`src/rtl/cache_mem_arbiter.sv`:
```
// Shares the AXI bridge's single memory-side port between ICache and DCache:
// round-robin reads with one read outstanding, plus a one-entry DCache write buffer.
module cache_mem_arbiter #(
  parameter int LINE_OFF = 4
) (
  input  logic         clk_i,
  input  logic         reset_i,

  input  logic         ic_rd_req_i,
  input  logic [2:0]   ic_rd_type_i,
  input  logic [31:0]  ic_rd_addr_i,
  output logic         ic_rd_rdy_o,
  output logic         ic_ret_valid_o,
  output logic         ic_ret_last_o,
  output logic [31:0]  ic_ret_data_o,

  input  logic         dc_rd_req_i,
  input  logic [2:0]   dc_rd_type_i,
  input  logic [31:0]  dc_rd_addr_i,
  output logic         dc_rd_rdy_o,
  output logic         dc_ret_valid_o,
  output logic         dc_ret_last_o,
  output logic [31:0]  dc_ret_data_o,

  input  logic         dc_wr_req_i,
  input  logic [2:0]   dc_wr_type_i,
  input  logic [31:0]  dc_wr_addr_i,
  input  logic [3:0]   dc_wr_wstrb_i,
  input  logic [127:0] dc_wr_data_i,
  output logic         dc_wr_rdy_o,

  output logic         mem_rd_req_o,
  output logic [2:0]   mem_rd_type_o,
  output logic [31:0]  mem_rd_addr_o,
  input  logic         mem_rd_rdy_i,

  input  logic         mem_ret_valid_i,
  input  logic         mem_ret_last_i,
  input  logic [31:0]  mem_ret_data_i,

  output logic         mem_wr_req_o,
  output logic [2:0]   mem_wr_type_o,
  output logic [31:0]  mem_wr_addr_o,
  output logic [3:0]   mem_wr_wstrb_o,
  output logic [127:0] mem_wr_data_o,
  input  logic         mem_wr_rdy_i
);

  typedef enum logic {
    R_IDLE = 1'b0,
    R_WAIT = 1'b1
  } rd_state_e;

  localparam logic OWN_IC = 1'b0;
  localparam logic OWN_DC = 1'b1;

  rd_state_e      state_q, state_d;
  logic           owner_q, owner_d;
  logic           last_grant_q, last_grant_d;

  logic           wbuf_valid_q, wbuf_valid_d;
  logic [2:0]     wbuf_type_q, wbuf_type_d;
  logic [31:0]    wbuf_addr_q, wbuf_addr_d;
  logic [3:0]     wbuf_wstrb_q, wbuf_wstrb_d;
  logic [127:0]   wbuf_data_q, wbuf_data_d;

  logic           ic_blocked, dc_blocked;
  logic           ic_elig, dc_elig;
  logic           pick_dc;

  // A read to the line still sitting in the write buffer must not overtake that write.
  assign ic_blocked = wbuf_valid_q && (ic_rd_addr_i[31:LINE_OFF] == wbuf_addr_q[31:LINE_OFF]);
  assign dc_blocked = wbuf_valid_q && (dc_rd_addr_i[31:LINE_OFF] == wbuf_addr_q[31:LINE_OFF]);
  assign ic_elig    = ic_rd_req_i && !ic_blocked;
  assign dc_elig    = dc_rd_req_i && !dc_blocked;
  assign pick_dc    = dc_elig && (!ic_elig || (last_grant_q == OWN_IC));

  always_comb begin
    mem_rd_req_o   = 1'b0;
    mem_rd_type_o  = pick_dc ? dc_rd_type_i : ic_rd_type_i;
    mem_rd_addr_o  = pick_dc ? dc_rd_addr_i : ic_rd_addr_i;
    ic_rd_rdy_o    = 1'b0;
    dc_rd_rdy_o    = 1'b0;
    ic_ret_valid_o = 1'b0;
    ic_ret_last_o  = 1'b0;
    dc_ret_valid_o = 1'b0;
    dc_ret_last_o  = 1'b0;
    if (state_q == R_IDLE) begin
      mem_rd_req_o = ic_elig || dc_elig;
      ic_rd_rdy_o  = ic_elig && !pick_dc && mem_rd_rdy_i;
      dc_rd_rdy_o  = pick_dc && mem_rd_rdy_i;
    end else begin
      ic_ret_valid_o = (owner_q == OWN_IC) && mem_ret_valid_i;
      ic_ret_last_o  = (owner_q == OWN_IC) && mem_ret_last_i;
      dc_ret_valid_o = (owner_q == OWN_DC) && mem_ret_valid_i;
      dc_ret_last_o  = (owner_q == OWN_DC) && mem_ret_last_i;
    end
  end

  assign ic_ret_data_o  = mem_ret_data_i;
  assign dc_ret_data_o  = mem_ret_data_i;

  assign dc_wr_rdy_o    = !wbuf_valid_q;
  assign mem_wr_req_o   = wbuf_valid_q;
  assign mem_wr_type_o  = wbuf_type_q;
  assign mem_wr_addr_o  = wbuf_addr_q;
  assign mem_wr_wstrb_o = wbuf_wstrb_q;
  assign mem_wr_data_o  = wbuf_data_q;

  // Fill and drain are mutually exclusive because fill needs an empty buffer.
  always_comb begin
    state_d      = state_q;
    owner_d      = owner_q;
    last_grant_d = last_grant_q;
    wbuf_valid_d = wbuf_valid_q;
    wbuf_type_d  = wbuf_type_q;
    wbuf_addr_d  = wbuf_addr_q;
    wbuf_wstrb_d = wbuf_wstrb_q;
    wbuf_data_d  = wbuf_data_q;
    if (state_q == R_IDLE) begin
      if (mem_rd_req_o && mem_rd_rdy_i) begin
        state_d      = R_WAIT;
        owner_d      = pick_dc;
        last_grant_d = pick_dc;
      end
    end else if (mem_ret_valid_i && mem_ret_last_i) begin
      state_d = R_IDLE;
    end
    if (!wbuf_valid_q) begin
      if (dc_wr_req_i) begin
        wbuf_valid_d = 1'b1;
        wbuf_type_d  = dc_wr_type_i;
        wbuf_addr_d  = dc_wr_addr_i;
        wbuf_wstrb_d = dc_wr_wstrb_i;
        wbuf_data_d  = dc_wr_data_i;
      end
    end else if (mem_wr_rdy_i) begin
      wbuf_valid_d = 1'b0;
    end
  end

  always_ff @(posedge clk_i) begin
    if (reset_i) begin
      state_q      <= R_IDLE;
      owner_q      <= OWN_IC;
      last_grant_q <= OWN_IC;
      wbuf_valid_q <= 1'b0;
    end else begin
      state_q      <= state_d;
      owner_q      <= owner_d;
      last_grant_q <= last_grant_d;
      wbuf_valid_q <= wbuf_valid_d;
      wbuf_type_q  <= wbuf_type_d;
      wbuf_addr_q  <= wbuf_addr_d;
      wbuf_wstrb_q <= wbuf_wstrb_d;
      wbuf_data_q  <= wbuf_data_d;
    end
  end

endmodule

```
`config.mk`:
```
export PLATFORM = sky130hd
export DESIGN_NAME = cache_mem_arbiter
export DESIGN_NICKNAME = d
export VERILOG_FILES = /design/src/rtl/cache_mem_arbiter.sv
export SDC_FILE = /design/constraint.sdc
export NUM_CORES = 1
export LEC_CHECK = 0
export CAP_MARGIN = 0
export CORE_AREA = 2 2 213 215
export CTS_CLUSTER_SIZE = 10
export DETAILED_ROUTE_END_ITERATION = 6
export DIE_AREA = 0 0 215 217
export PLACE_DENSITY = 0.45
export SYNTH_ARGS = -nofsm -noshare
export SYNTH_HDL_FRONTEND = slang
export SYNTH_SLANG_ARGS = --single-unit
```
`constraint.sdc`:
```
create_clock -name clk_i -period 16.6 [get_ports clk_i]
set_clock_uncertainty 0.15 [all_clocks]
set_input_delay 4.15 -clock clk_i [delete_from_list [all_inputs] [get_ports clk_i]]
set_output_delay 4.15 -clock clk_i [all_outputs]
set_load 0.005 [all_outputs]
```
==> results.toml <==
[hold_path]
hold_depth = 2
min-delay-start = "state_q"
min_to = "state_q"
hold_path_class = "reg -> reg"

[clock_network]
clkLatencyLatePin_ps = 460
cts_buffers = 17
cts_tree = "done"
ctsLongestPathBuffers = 2
post-cts-setup-buffers = 0
cts_root_buffer = "clkbuf_16"
cts_resized = 0
clkTransAtPathRegs_ps = 70
h-tree-depth = 4
clock_sinks = 170
cts_hold_buf = 0

[synth]
ys_types = 31
synth.net_count = 648
synthAdderAreaFrac_pct = 0
avgSynthCellArea_um2 = 18.6
synth-simple-area-share_pct = 2.91
synth_top_family_by_area = "buffers and inverters"
synth-seq-area-share_pct = 73.7
synth-xor-area-share_pct = 7.12
synthMuxAreaShare_pct = 7.36
yosysWarnings = 0
synth_area_um2 = 6890
ys_ff_latch = 170
netlist_instances = 370
synth_compound_area_share_pct = 1.34

[setup_path]
cp.arrival_ps = 7650
reg2regPathDepth = 3
r2r_end = "mem_wr_addr_o[8]"
critical_path.startpoint_type = "input pin"
end_kind = "output pin"
crit_type = "in -> out"
crit_required_ps = 12300
worstPathMaxFanout = 34
reg2reg_slack_ps = 13860
timing.rr.start = "mem_wr_req_o"

[timing]
fin_crit_sh_pct = 72.0
fmax_mhz = 83.7
max_slew_margin_pct = 41.9
setup-tns-final_ps = 0
tightest_slew_ps = 871
drv_slew = 0
rsz0062_at_grt = "false"
setup-violations-final = 0
period_needed_ps = 11950
final_hold_viol_count = 0

[route]
drt_first_pass_iters = 4
vias = 4711
wirelength_um = 27300
ant_nets = 0
viasPerCell = 3.37
drt-initial-drc-count = 199
drc_errors = 0
routedWlPerCell_um = 19.5

[layout]
layout.cells.non_filler = 1396
drive_gt1_share_pct = 9.07
nNetsFinal = 1059
area_delta_synth_final_pct = 78.8

[floorplan]
pin_count = 553
core.rowCount = 78
start_util_pct = 15.4
die_w_um = 215
die_h_um = 217
core_um2 = 44700
design.die.area_um2 = 46700

[grt]
grt_pass1_wl_um = 37800
grt_start_max_net_pins = 66
first_global_vias = 5285
grt_overflow = 0
grt_usage_pct = 11.6
grt_antenna_before_repair = 6

[power]
peakVddDrop_v = 0.0000686
p_per_area_nw_per_um2 = 86.8
p_leak_nw = 4.19

[place]
gp_congestion = 0.750
dp_cells = 1362
dp_hpwl_um = 22300
port_buffers = 456

[status]
status = "finished, final reports clean"

[flow_run]
maxCapViolations = 0
## stage by stage
step | total power [W] | hold WS (ps) | setup WS (ps) | instance area, µm² | utilization, %
final | 0.00107 | 435 | 4650 | 12300 | 27.6
after global routing | 0.00111 | 478 | 4290 | 12300 | 27.5
after CTS | 0.00109 | 446 | 4410 | 12300 | 27.5
after detailed placement | 0.000677 | 435 | 4400 | 11700 | 26.2
after global placement | 0.000677 | 440 | 4540 | 11700 | 26.2
after floorplan | 0.000564 | 362 | 5280 | 6890 | -
## cells in the mapped netlist, drive strengths merged
library cell,number,area [µm²]
a211oi,1,7.51
a21boi,1,7.51
a311oi,1,8.76
a31oi,1,21.3
and3,2,12.5
and3b,2,17.5
and4b,1,10.0
buf,68,519
dfxtp,3,60.1
edfxtp,167,5010
inv,1,3.75
mux2,35,507
nand2,2,7.51
nand2b,2,12.5
nand3,1,5.00
nand3b,1,7.51
nand4,8,50.1
nor2,2,7.51
nor3,1,5.00
nor3b,1,7.51
nor4,8,50.1
o21a,1,7.51
o21ai,1,5.00
o31ai,1,7.51
o41ai,1,27.5
or4,1,7.51
xnor2,26,228
xor2,30,263
## critical path: stages
cell,delay (ps)
clkdlybuf4s50_1,540
xnor2_1,380
nand4_1,150
nor4_1,370
nand4_1,300
a31oi_4,300
buf_4,590
mux2_2,410
clkdlybuf4s50_1,440
## worst max-delay path by stage
stage / startpoint / endpoint / slack [ps] / cells after the start
floorplan: reset_i / mem_wr_addr_o[0] / 5280 / 1
global placement: ic_rd_addr_i[8] / mem_rd_addr_o[31] / 4540 / 9
detailed placement: ic_rd_addr_i[8] / mem_rd_addr_o[31] / 4400 / 9
CTS: ic_rd_addr_i[8] / mem_rd_addr_o[31] / 4410 / 9
global route: ic_rd_addr_i[8] / mem_rd_addr_o[31] / 4290 / 9
finish: ic_rd_addr_i[11] / mem_rd_type_o[1] / 4650 / 9
## power by group
group	switching, W	internal (W)
registers	0.00000864	0.000493
clock network	0.000192	0.000213
logic	0.0000533	0.000109
## cell usage in the layout, fill, tap and decap left out, types with 2 or more instances in the layout
cell | Yosys | routed
clkdlybuf4s50_1 | 0 | 456
edfxtp_1 | 167 | 167
xor2_1 | 30 | 30
mux2_4 | 30 | 30
xnor2_1 | 26 | 26
clkbuf_16 | 0 | 17
nand4_1 | 8 | 8
nor4_1 | 8 | 8
mux2_2 | 5 | 5
buf_4 | 64 | 4
clkinvlp_4 | 0 | 3
inv_6 | 0 | 3
inv_8 | 0 | 3
dfxtp_1 | 3 | 3
diode_2 | 0 | 2
nand2_1 | 2 | 2
nor2_1 | 2 | 2
and3_1 | 2 | 2
nand2b_1 | 2 | 2
and3b_1 | 2 | 2
clkinv_8 | 0 | 2
## routing by layer
layer	vias up	global-route usage (%)	part of all wire, %
met5	-	0	0.22
met4	8	4.11	1.9
met3	37	6.23	11
met2	276	19.5	49
met1	2242	12.3	37
li1	2148	-	-
## area by class of cell
type	instances	area, µm²
antenna	2	5.00
clock buffer	18	429
clock inverter	14	158
fill	4677	32400
inverter	1	3.75
multi-input combinational	131	1300
sequential	170	5070
tap	600	751
timing repair buffer	460	4590
## cells by family after synthesis
logic type,Yosys count
DFF,170
buffers and inverters,69
xor gates and xnor gates,56
muxes,35
and+or+nand+nor,32
AOI/OAI and AO/OA,8
## registers in the layout, indices dropped and copies added (netlist names)
signal,cells
mem_wr_data_o,128
mem_wr_type_o,3
mem_wr_req_o,1
mem_wr_addr_o,32
last_grant_q,1
state_q,1
mem_wr_wstrb_o,4
Power figures use the tool's default switching activity.
